$ cat src/rtl/cipher_pkg.sv
// Shared ASCII class bounds, moduli and helpers for the stream cipher.
// Used by stream_encrypt (optionally built with STREAM_ENCRYPT_ROLLING_KEY_EN) and caesar_shift_enc.
package cipher_pkg;

    localparam logic [7:0] DIGIT_LO = 8'h30;
    localparam logic [7:0] DIGIT_HI = 8'h39;
    localparam logic [7:0] UPPER_LO = 8'h41;
    localparam logic [7:0] UPPER_HI = 8'h5A;
    localparam logic [7:0] LOWER_LO = 8'h61;
    localparam logic [7:0] LOWER_HI = 8'h7A;

    localparam logic [5:0] MOD10 = 6'd10;
    localparam logic [5:0] MOD26 = 6'd26;

    typedef enum logic [1:0] {DIGIT, UPPER, LOWER, OTHER} char_class_e;

    function automatic char_class_e classifyChar(input logic [7:0] c);
        char_class_e cls;
        cls = OTHER;
        if (c >= DIGIT_LO && c <= DIGIT_HI) cls = DIGIT;
        else if (c >= UPPER_LO && c <= UPPER_HI) cls = UPPER;
        else if (c >= LOWER_LO && c <= LOWER_HI) cls = LOWER;
        return cls;
    endfunction

    // Both operands are already below m, so a single conditional subtract reduces the sum.
    function automatic logic [5:0] addMod(input logic [5:0] a, input logic [5:0] b,
                                          input logic [5:0] m);
        logic [5:0] sum;
        sum = a + b;
        return (sum >= m) ? sum - m : sum;
    endfunction

endpackage

$ cat src/rtl/caesar_shift_enc.sv
// Combinational Caesar mapper: rotates digits by k10 and letters by k26 within their class.
// Any byte outside the three classes passes through untouched.
module caesar_shift_enc
    import cipher_pkg::*;
(
    input  logic [7:0] in_char_i,
    input  logic [4:0] k26_i,
    input  logic [3:0] k10_i,
    output logic [7:0] out_char_o
);

    char_class_e charClass;
    logic [7:0]  base;
    logic [5:0]  relPos;
    logic [5:0]  shiftAmt;
    logic [5:0]  modulus;
    logic [5:0]  shiftedPos;

    always_comb begin
        charClass = classifyChar(in_char_i);
        base      = 8'h00;
        shiftAmt  = 6'd0;
        modulus   = MOD26;
        case (charClass)
            DIGIT: begin
                base     = DIGIT_LO;
                shiftAmt = {2'b00, k10_i};
                modulus  = MOD10;
            end
            UPPER: begin
                base     = UPPER_LO;
                shiftAmt = {1'b0, k26_i};
            end
            LOWER: begin
                base     = LOWER_LO;
                shiftAmt = {1'b0, k26_i};
            end
            default: ;
        endcase
        relPos     = 6'(in_char_i - base);
        shiftedPos = addMod(relPos, shiftAmt, modulus);
        out_char_o = (charClass == OTHER) ? in_char_i : base + {2'b00, shiftedPos};
    end

endmodule

$ cat src/rtl/stream_encrypt.sv
// Streaming Caesar encryptor: key registers, encrypt-at-accept, DEPTH-entry output FIFO, char counter.
// Define STREAM_ENCRYPT_ROLLING_KEY_EN to add a per-character rolling offset to the key.
module stream_encrypt
    import cipher_pkg::*;
#(
    parameter int DEPTH = 4
) (
    input  logic        clk,
    input  logic        rst,
    input  logic        key_load,
    input  logic [7:0]  key_value,
    input  logic        in_valid,
    input  logic [7:0]  in_data,
    output logic        in_ready,
    output logic        out_valid,
    output logic [7:0]  out_data,
    input  logic        out_ready,
    output logic [15:0] char_count
);

    localparam int AW = $clog2(DEPTH);
    localparam logic [AW:0] PTR_ONE = (AW+1)'(1);

    logic [4:0]  key26_q;
    logic [3:0]  key10_q;
    logic [4:0]  effK26;
    logic [3:0]  effK10;
    logic [7:0]  encChar;

    logic [7:0]  mem [DEPTH];
    logic [AW:0] wrPtr_q, wrPtr_d;
    logic [AW:0] rdPtr_q, rdPtr_d;
    logic [7:0]  lastOut_q;
    logic [15:0] count_q, count_d;

    logic full;
    logic empty;
    logic accept;
    logic xfer;

    always_ff @(posedge clk or posedge rst) begin
        if (rst) begin
            key26_q <= 5'd0;
            key10_q <= 4'd0;
        end else if (key_load) begin
            key26_q <= 5'(key_value % {2'b00, MOD26});
            key10_q <= 4'(key_value % {2'b00, MOD10});
        end
    end

`ifdef STREAM_ENCRYPT_ROLLING_KEY_EN
    logic [4:0] off26_q;
    logic [3:0] off10_q;

    // Offset advances on every accepted character regardless of class, restarting on a new key.
    always_ff @(posedge clk or posedge rst) begin
        if (rst) begin
            off26_q <= 5'd0;
            off10_q <= 4'd0;
        end else if (key_load) begin
            off26_q <= 5'd0;
            off10_q <= 4'd0;
        end else if (accept) begin
            off26_q <= 5'(addMod({1'b0, off26_q}, 6'd1, MOD26));
            off10_q <= 4'(addMod({2'b00, off10_q}, 6'd1, MOD10));
        end
    end

    assign effK26 = 5'(addMod({1'b0, key26_q}, {1'b0, off26_q}, MOD26));
    assign effK10 = 4'(addMod({2'b00, key10_q}, {2'b00, off10_q}, MOD10));
`else
    assign effK26 = key26_q;
    assign effK10 = key10_q;
`endif

    caesar_shift_enc u_mapper (
        .in_char_i  (in_data),
        .k26_i      (effK26),
        .k10_i      (effK10),
        .out_char_o (encChar)
    );

    assign empty    = (wrPtr_q == rdPtr_q);
    assign full     = (wrPtr_q[AW] != rdPtr_q[AW]) && (wrPtr_q[AW-1:0] == rdPtr_q[AW-1:0]);
    assign in_ready = !full && !key_load;
    assign accept   = in_valid && in_ready;
    assign out_valid = !empty;
    assign xfer     = out_valid && out_ready;

    // When empty the output shows the last byte handed over, not a stale FIFO slot.
    assign out_data   = empty ? lastOut_q : mem[rdPtr_q[AW-1:0]];
    assign char_count = count_q;

    always_comb begin
        wrPtr_d = accept ? wrPtr_q + PTR_ONE : wrPtr_q;
        rdPtr_d = xfer ? rdPtr_q + PTR_ONE : rdPtr_q;
        count_d = accept ? count_q + 16'd1 : count_q;
    end

    always_ff @(posedge clk) begin
        if (accept) mem[wrPtr_q[AW-1:0]] <= encChar;
    end

    always_ff @(posedge clk or posedge rst) begin
        if (rst) begin
            wrPtr_q   <= '0;
            rdPtr_q   <= '0;
            lastOut_q <= 8'h00;
            count_q   <= 16'd0;
        end else begin
            wrPtr_q <= wrPtr_d;
            rdPtr_q <= rdPtr_d;
            count_q <= count_d;
            if (xfer) lastOut_q <= out_data;
        end
    end

endmodule

$ cat config.mk
export PLATFORM = sky130hd
export DESIGN_NAME = stream_encrypt
export DESIGN_NICKNAME = d
export VERILOG_FILES = /design/src/rtl/cipher_pkg.sv /design/src/rtl/caesar_shift_enc.sv /design/src/rtl/stream_encrypt.sv
export SDC_FILE = /design/constraint.sdc
export NUM_CORES = 1
export LEC_CHECK = 0
export ABC_AREA = 1
export BUFFER_PORTS_ARGS = -buffer_cell sky130_fd_sc_hd__clkbuf_2
export CAP_MARGIN = 10
export CELL_PAD_IN_SITES_DETAIL_PLACEMENT = 1
export CELL_PAD_IN_SITES_GLOBAL_PLACEMENT = 1
export CORE_MARGIN = 5
export CORE_UTILIZATION = 48
export DETAILED_ROUTE_END_ITERATION = 10
export GPL_TIMING_DRIVEN = 0
export PLACE_DENSITY_LB_ADDON = 0.1
export SLEW_MARGIN = 40
export SYNTH_ARGS = -nofsm -noshare
export SYNTH_HDL_FRONTEND = slang
export SYNTH_SLANG_ARGS = --single-unit
export TNS_END_PERCENT = 100
$ cat constraint.sdc
create_clock -name clk -period 5.05 [get_ports clk]
set_input_delay 0.2525 -clock clk [delete_from_list [all_inputs] [get_ports clk]]
set_output_delay 0.2525 -clock clk [all_outputs]
set_load 0.005 [all_outputs]
==> reports/results.txt, run 1 <==
Status - finished, final reports clean
Placed instance area - 0.005115 mm²
Post-synthesis sequential area ratio - 40.74%
Switch Pwr - 1241 µW
CP max stage delay - 470 ps
Layout Nets - 685
Clock power frac - 18.2%
Critical-path top delay cell - fa_1
Warnings, synthesis - 0
CTS root buf - clkbuf_8
Share of the synthesized area in the top cell type - 20.47%
# diodes - 0
Sum Neg Setup Slack - 0 ps
Gr ovfl total - 0
Number of port buffers - 45
Starting Density - 48.69%
Setup-failing EPs final - 0
TritonCTS Buffers - 9
Worst reg2reg startpoint - effK26[1]
Design area - 0.005383 mm²
CTS clock-pin slew for the worst setup and hold paths - 80 ps
First-pass GRT wire length - 20180 µm
Critical path's most frequent cell - nand2_1
Die H - 108.9 µm
Comb pwr share - 51.1%
CP Data Arrival Time - 4790 ps
Crit-path max FO - 8
Initial antenna violation count - 0
Final worst setup slack - 339.6 ps
Place WS - -246.8 ps
Vias/cell - 5.293
Top cells by area, synth - edfxtp_1, dfrtp_1, nand2_1
Sequential power share - 30.7%
Switch share - 44.53%
Mapped cell area - 0.004693 mm²
Setup CP Type - in -> reg
Max-slew headroom - 46.27%
Vias in the first global route - 4355
Top_reg_cell synth - dfrtp_1
Die ar. - 0.01185 mm²
Largest net degree at the start of global routing - 22
Design Power - 2788 µW
Fin. Hold Viols - 0
Tmin final - 4710 ps
GPL Wtd Cong - 0.8237
P_int - 1546 µW
Routed Antenna Nets - 0
Final Skew - 19.08 ps
End point of the critical path - mem[3][7]
Worst hold path type - in -> reg
Post-DR wirelength/cell - 15.53 µm
Worst setup path start - in_data[3]
Min Hold Slack - 129.0 ps
Max-slew violations - 0
Clock buffer depth - 2
Pre-antenna DRT Iters - 4
Avg Inst Size Synth - 8.120 µm²
DRC Markers - 0
Max VDD drop - 0.2200 mV
Worst-Margin Slew - 803.0 ps
H-tree lvl count - 3
Syn_nets - 626
Tot GR Track Use - 21.59%
Fin crit share - 93.28%
Die width - 108.9 µm
Post-synth ARST share - 54.29%
Layout cell share with drive strength beyond 1 - 19.31%
DR iter-0 viols - 145
Seq cells post-synth - 70
Clk_lat worst skew - 360 ps
CTS tree - done
Flop2flop setup slack - 1160 ps
Total core area - 0.009639 mm²
Yosys cell types - 42
Via count - 4102
Area leader, netlist - edfxtp_1
P&R area growth vs syn - 14.69%
Fmax - 0.2123 GHz
WL final - 12040 µm
Worst setup EP type - flop
Max-cap check violation count - 0
Row cnt - 36
Leak pwr - 0.002625 µW
Worst Path Required - 5130 ps
Pwr per Cell Area - 517.9 mW/mm²
Number of flops mapped to enable cells by yosys - 32
Post-synthesis instance total - 578
Clock sinks - 70
HPWL Detailed - 9136 µm
Worst R2R End - mem[3][7]
Ports - 47
Worst R2R Path Depth - 19
Worst setup SP type - input pin
power groups by stage:
stage / Sequential [µW] / Clock (µW) / Combinational (µW)
2_1_floorplan: 847 / 0 / 964
3_3_place_gp: 857 / 0 / 1290
3_5_place_dp: 866 / 0 / 1390
4_1_cts: 855 / 514 / 1420
5_1_grt: 866 / 534 / 1610
6_report: 855 / 508 / 1420
final cells by class:
class | instances | area [µm²]
Clock buffer | 11 | 152.6
Fill cell | 1237 | 4257
Timing Repair Buffer | 48 | 270.3
Multi-Input combinational cell | 423 | 2487
Buffer | 8 | 41.29
Inverter | 77 | 290.3
Clock inverter | 5 | 62.56
Tap cell | 133 | 166.4
Sequential cell | 70 | 1912
worst min path at each step:
stage	startpoint	endpoint	slack, ps	cells after the start
after floorplan	key_value[0]	effK26[0]	370	2
after global placement	char_count[15]	char_count[15]	460	1
after detailed placement	rst	char_count[0]	290	2
after CTS	key_value[0]	effK26[0]	120	3
after global routing	key_value[0]	effK26[0]	130	3
final	key_value[0]	effK26[0]	130	3
registers in the layout, summed over array words and instances (netlist names):
signal      cells
mem            32
effK10          3
char_count     16
wrPtr_q         3
rdPtr_q         3
lastOut_q       8
effK26          5
what timing repair did:
action / 4_1_cts / 5_1_grt
resized for setup: 0 / 9
hold buffers: 1 / 0
buffers inserted: 0 / 1
setup endpoints to repair: 0 / 24
endpoints found under the hold margin: 20 / 0
worst max-delay path: cells and delay by family:
kind	cells	cell delay [ps]
buffers and inverters	4	450
xor gates and xnor gates	2	420
AOI/OAI and AO/OA	5	740
and+or+nand+nor	14	1330
adders and majority gates	5	1580
layer usage:
layer / share of wire (%) / GRT usage [%]
met2: 54 / 41.05
met5: 0 / 0
met4: 1.5 / 6.041
met3: 2.6 / 3.552
met1: 42 / 24.69
placed cells by master (no fill, tap or decap), drive strengths merged:
cell type      n
o211ai         1
buf            6
clkinv         4
edfxtp        32
nor4           3
nand2        159
dlygate4sd3    1
nor3b          1
o21ai         57
ha            25
o21bai         2
dfrtp         38
o22ai          9
inv           77
a21oi         15
clkbuf        60
xnor2         15
fa             2
nor2          45
nand3         55
xor2          18
nand4          7
and2           2
bufinv         1
a41oi          1
a22o           3
nor3           3
Yosys cell counts (6+ instances only):
master,instances
dfrtp_1,38
nand3_1,47
nand4_1,7
a21oi_1,12
nor2_1,41
inv_1,64
xnor2_1,15
nand2_2,16
nand3_2,6
o22ai_1,9
nand2_1,142
xor2_1,18
edfxtp_1,32
inv_2,10
ha_1,25
o21ai_0,50
logic make-up (layout without fill, tap and decap cells):
group | after synthesis | after routing | synth area share, %
AOI/OAI and AO/OA | 88 | 88 | 11.14
xor gates and xnor gates | 33 | 33 | 6.158
adders and majority gates | 27 | 27 | 7.518
buffers and inverters | 85 | 149 | 7.065
DFF | 70 | 70 | 40.74
and+or+nand+nor | 275 | 275 | 27.38
per-stage QoR:
| stage | instances | util, % |
|---|---|---|
| 2_1_floorplan | 578 | - |
| 3_3_place_gp | 756 | 52.75 |
| 3_5_place_dp | 757 | 53.06 |
| 4_1_cts | 774 | 55.40 |
| 5_1_grt | 775 | 55.84 |
| 6_report | 775 | 55.84 |
(Power assumes the default switching activity.)
==> run 2, diff against run 1 <==
--- a/config.mk
+++ b/config.mk
@@ -11,10 +11,10 @@
 export CELL_PAD_IN_SITES_DETAIL_PLACEMENT = 1
 export CELL_PAD_IN_SITES_GLOBAL_PLACEMENT = 1
 export CORE_MARGIN = 5
-export CORE_UTILIZATION = 48
+export CORE_UTILIZATION = 40
 export DETAILED_ROUTE_END_ITERATION = 10
 export GPL_TIMING_DRIVEN = 0
-export PLACE_DENSITY_LB_ADDON = 0.1
+export PLACE_DENSITY_LB_ADDON = 0.25
 export SLEW_MARGIN = 40
 export SYNTH_ARGS = -nofsm -noshare
 export SYNTH_HDL_FRONTEND = slang
==> reports/results.txt, run 2 (same netlist as run 1, synthesis figures left out) <==
Status - finished, final reports clean
# diodes - 0
Worst Path Required - 5110 ps
Largest net degree at the start of global routing - 25
Most frequent cells in the layout - nand2_1, inv_1, nand3_1, o21ai_0, clkbuf_2
DRC Markers - 0
CP Data Arrival Time - 4730 ps
Min Hold Slack - 181.0 ps
Ports - 47
Post-layout util - 47.77%
CP max stage delay - 460 ps
CTS clock-pin slew for the worst setup and hold paths - 50 ps
Routed Antenna Nets - 0
H-tree lvl count - 3
Worst setup EP type - flop
Final Skew - 4.756 ps
Leak pwr - 0.002656 µW
Number of port buffers - 45
Worst hold path type - in -> reg
Clk_lat worst skew - 330 ps
Vias/cell - 5.141
CTS tree - done
Worst setup SP type - input pin
Clock buffer depth - 2
Clock sinks - 70
Total core area - 0.01147 mm²
DR iter-0 viols - 172
Setup CP Type - in -> reg
Vias in the first global route - 4378
Initial antenna violation count - 0
First-pass GRT wire length - 20560 µm
Placed instance area - 0.005127 mm²
Die H - 118.3 µm
Fmax - 0.2141 GHz
Via count - 4041
Die ar. - 0.01400 mm²
Max VDD drop - 0.3028 mV
Delay-heaviest family, CP - adder cells
Layout cell share with drive strength beyond 1 - 19.28%
Pwr per Cell Area - 526.7 mW/mm²
Starting Density - 40.93%
Pre-antenna DRT Iters - 4
Buf/Inv on CP - 3
Max reg flops - 32
WL final - 11790 µm
Critical-path top delay cell - fa_1
Hold Startpoint - key_value[0]
Post-DR wirelength/cell - 14.99 µm
Worst reg2reg startpoint - effK26[1]
Setup-failing EPs final - 0
Max-slew headroom - 47.90%
Design area - 0.005478 mm²
Max-cap check violation count - 0
Row cnt - 39
Gr ovfl total - 0
Tot GR Track Use - 17.58%
Tmin final - 4670 ps
Fillers - 1416
Max-slew violations - 0
Fin. Hold Viols - 0
GPL Wtd Cong - 0.7871
TritonCTS Buffers - 9
Fin crit share - 92.48%
Layout Nets - 686
Worst setup path start - in_data[2]
P&R area growth vs syn - 16.72%
Critical path's most frequent cell - nand2_1
Worst-Margin Slew - 778.6 ps
Die width - 118.3 µm
CTS root buf - clkbuf_16
Most common cell after layout, fill and taps aside - nand2_1
Crit-path max FO - 8
HPWL Detailed - 9230 µm
[run 2: changes by cell type in the layout (fill, tap and decap cells not counted), sizes merged]
cell,delta
buf,+1
clkinv,+2
clkinvlp,+1
inv,-3
[run 2: path summary, 6_finish.rpt]
| kind | endpoint | slack, ps | cells after the start |
|---|---|---|---|
| worst max-delay path | mem[1][6] | 380 | 27 |
| worst min-delay path | effK26[0] | 180 | 3 |
| worst max register to register | mem[1][6] | 1300 | 19 |
| worst min register to register | char_count[15] | 460 | 1 |
| max in group asynchronous | wrPtr_q[1] | 4160 | 4 |
| min in group asynchronous | lastOut_q[6] | 450 | 3 |
[run 2: worst reg2reg max path, delay by kind of cell (launching register included)]
family / cells / cell delay [ps]
buffers and inverters: 1 / 50
DFF: 1 / 380
xor gates and xnor gates: 2 / 420
and+or+nand+nor: 7 / 570
AOI/OAI and AO/OA: 5 / 730
adders and majority gates: 4 / 1310
[run 2: area by class of cell]
class                   instances  area, µm²  area share, %
plain buffers                   8      41.29         0.7538
clock buffers                  11      232.7          4.249
clock inverters                 5      50.05         0.9137
flip-flops and latches         70       1912          34.90
repair buffers                 49      277.8          5.071
inverters                      77      290.3          5.299
multi-input cells             423       2495          45.55
well taps                     143      178.9          3.266
[run 2: report_power, final]
part | leakage [µW] | switching (µW) | internal (µW)
clock | 0.000135 | 225 | 378
combinational | 0.00176 | 909 | 517
sequential | 0.000765 | 77.3 | 780
total | 0.00266 | 1210 | 1670
[run 2: stage by stage]
stage	power [µW]	TNS (ps)	setup WS, ps	cells
6_report	2885	0	379.7	786
5_1_grt	3154	-106.7	-21.93	786
4_1_cts	2880	0	40.02	784
3_5_place_dp	2258	-5434	-296.8	767
3_3_place_gp	2167	-1363	-97.95	766
2_1_floorplan	1811	0	662.0	578
[run 2: repair_timing]
item	4_1_cts	5_1_grt
hold buffers	1	0
setup buffers	0	2
hold endpoints to repair	14	0
gates resized for setup	0	14
endpoints found under the setup margin	0	28
[run 2: metal layers]
layer  up-vias  global-route usage [%]  wire, µm
met4         0                   4.516       127
met2        35                   31.86      6289
li1       2019                       -         -
met3        13                   3.534       284
met1      1974                   21.23      5084
met5         -                       0         0
==> run 3, diff against run 2 <==
--- a/config.mk
+++ b/config.mk
@@ -10,6 +10,7 @@
 export CAP_MARGIN = 10
 export CELL_PAD_IN_SITES_DETAIL_PLACEMENT = 1
 export CELL_PAD_IN_SITES_GLOBAL_PLACEMENT = 1
+export CORE_ASPECT_RATIO = 0.8
 export CORE_MARGIN = 5
 export CORE_UTILIZATION = 40
 export DETAILED_ROUTE_END_ITERATION = 10
==> reports/results.txt, run 3 (same netlist as run 1, synthesis figures left out) <==
CP max stage delay - 460 ps
TritonCTS Buffers - 9
Max-cap check violation count - 0
Vias in the first global route - 4330
DRC Markers - 0
Max reg flops - 32
Die width - 131.1 µm
Critical path's most frequent cell - nand2_1
Max VDD drop - 0.1989 mV
Placed Cells - 772
Clock buffer depth - 2
Post-layout util - 47.52%
Vias/cell - 5.137
Gr ovfl total - 0
Post-CTS setup buffer count - 0
# diodes - 0
Delay-heaviest family, CP - adder cells
Sum Neg Setup Slack - 0 ps
Flop2flop setup slack - 1260 ps
DR iter-0 viols - 209
Ports - 47
Critical-path top delay cell - fa_1
First-pass GRT wire length - 21200 µm
CTS clock-pin slew for the worst setup and hold paths - 50 ps
Most common cell after layout, fill and taps aside - nand2_1
Number of port buffers - 45
Fin crit share - 92.28%
Initial antenna violation count - 0
Largest net degree at the start of global routing - 26
CTS tree - done
Clock sinks - 70
Worst hold path type - in -> reg
Worst setup SP type - input pin
RSZ-0062 raised after global routing - no
Die ar. - 0.01401 mm²
HPWL Detailed - 9438 µm
WL final - 12260 µm
Tmin final - 4660 ps
Worst setup EP type - flop
Tot GR Track Use - 18.52%
Worst Path Required - 5100 ps
Max-slew headroom - 45.73%
Routed Antenna Nets - 0
P&R area growth vs syn - 16.61%
Clk_lat worst skew - 340 ps
Non-Filler Instances - 789
Status - finished, final reports clean
Leak pwr - 0.002651 µW
Starting Density - 40.75%
Post-DR wirelength/cell - 15.54 µm
Final Skew - 4.662 ps
CTS root buf - clkbuf_16
GPL Wtd Cong - 0.7931
Fmax - 0.2146 GHz
Via count - 4053
Crit-path max FO - 8
Setup-failing EPs final - 0
Max-slew violations - 0
Setup CP Type - in -> reg
Layout Nets - 684
Pre-antenna DRT Iters - 4
Pwr per Cell Area - 534.5 mW/mm²
Worst-Margin Slew - 811.1 ps
Row cnt - 35
CP Data Arrival Time - 4710 ps
Buf/Inv on CP - 4
Layout cell share with drive strength beyond 1 - 18.88%
Most frequent cells in the layout - nand2_1, inv_1, o21ai_0, nand3_1, clkbuf_2
H-tree lvl count - 3
Fin. Hold Viols - 0
Total core area - 0.01152 mm²
Die H - 106.9 µm
[run 3: cell types whose count changed in the layout (fill, tap and decap cells not counted), sizes merged]
cell,change
clkbuf,-1
clkinvlp,-1
bufinv,+1
buf,-2
clkinv,+1
[run 3: final timing paths]
check	start	endpoint	cells past startpoint
min in group asynchronous	rst	char_count[6]	3
max	in_data[7]	mem[3][6]	29
min	key_value[0]	effK26[0]	3
max reg2reg	effK26[1]	mem[3][6]	19
max in group asynchronous	rst	effK26[4]	4
min reg2reg	effK26[1]	effK26[1]	2
[run 3: repair_timing]
| action | 4_1_cts | 5_1_grt |
|---|---|---|
| setup endpoints to repair | 0 | 20 |
| hold endpoints to repair | 13 | 0 |
| hold buffers | 1 | 0 |
| gates resized for setup | 0 | 9 |
[run 3: area by class of cell]
cell class / count / area [µm²]
plain buffers: 8 / 41.29
clock buffers: 10 / 229.0
clock inverters: 6 / 76.32
fillers: 1442 / 6045
inverters: 77 / 290.3
multi-input cells: 423 / 2484
flip-flops and latches: 70 / 1912
well taps: 148 / 185.2
repair buffers: 47 / 255.2
[run 3: routing by layer]
layer | track usage, % | wire [µm] | up-vias
met5 | 0 | 0 | -
met4 | 4.525 | 160 | 0
met3 | 3.518 | 349 | 17
met2 | 33.15 | 6210 | 51
met1 | 23.11 | 5542 | 1969
li1 | - | - | 2016
[run 3: where the power goes]
part | switching [µW] | internal [µW] | total [µW]
Clock | 232 | 426 | 658
Combinational | 907 | 502 | 1410
Sequential | 80.2 | 779 | 860
[run 3: worst reg2reg max path, delay by kind of cell, from the launching register on]
family	cells	cell delay, ps
DFF	1	380
adders and majority gates	4	1340
xor gates and xnor gates	2	420
AOI/OAI and AO/OA	5	720
and+or+nand+nor	7	610
buffers and inverters	1	50
[run 3: per-stage QoR]
step	power [µW]	setup WS (ps)	hold WS, ps	area, µm²
after floorplan	1811	662.0	373.5	4693
after detailed placement	2260	-173.1	214.1	5126
after CTS	2939	159.8	178.9	5441
after global routing	3189	37.81	225.7	5473
after global placement	2172	-120.1	454.6	5104
final	2925	389.6	187.7	5473
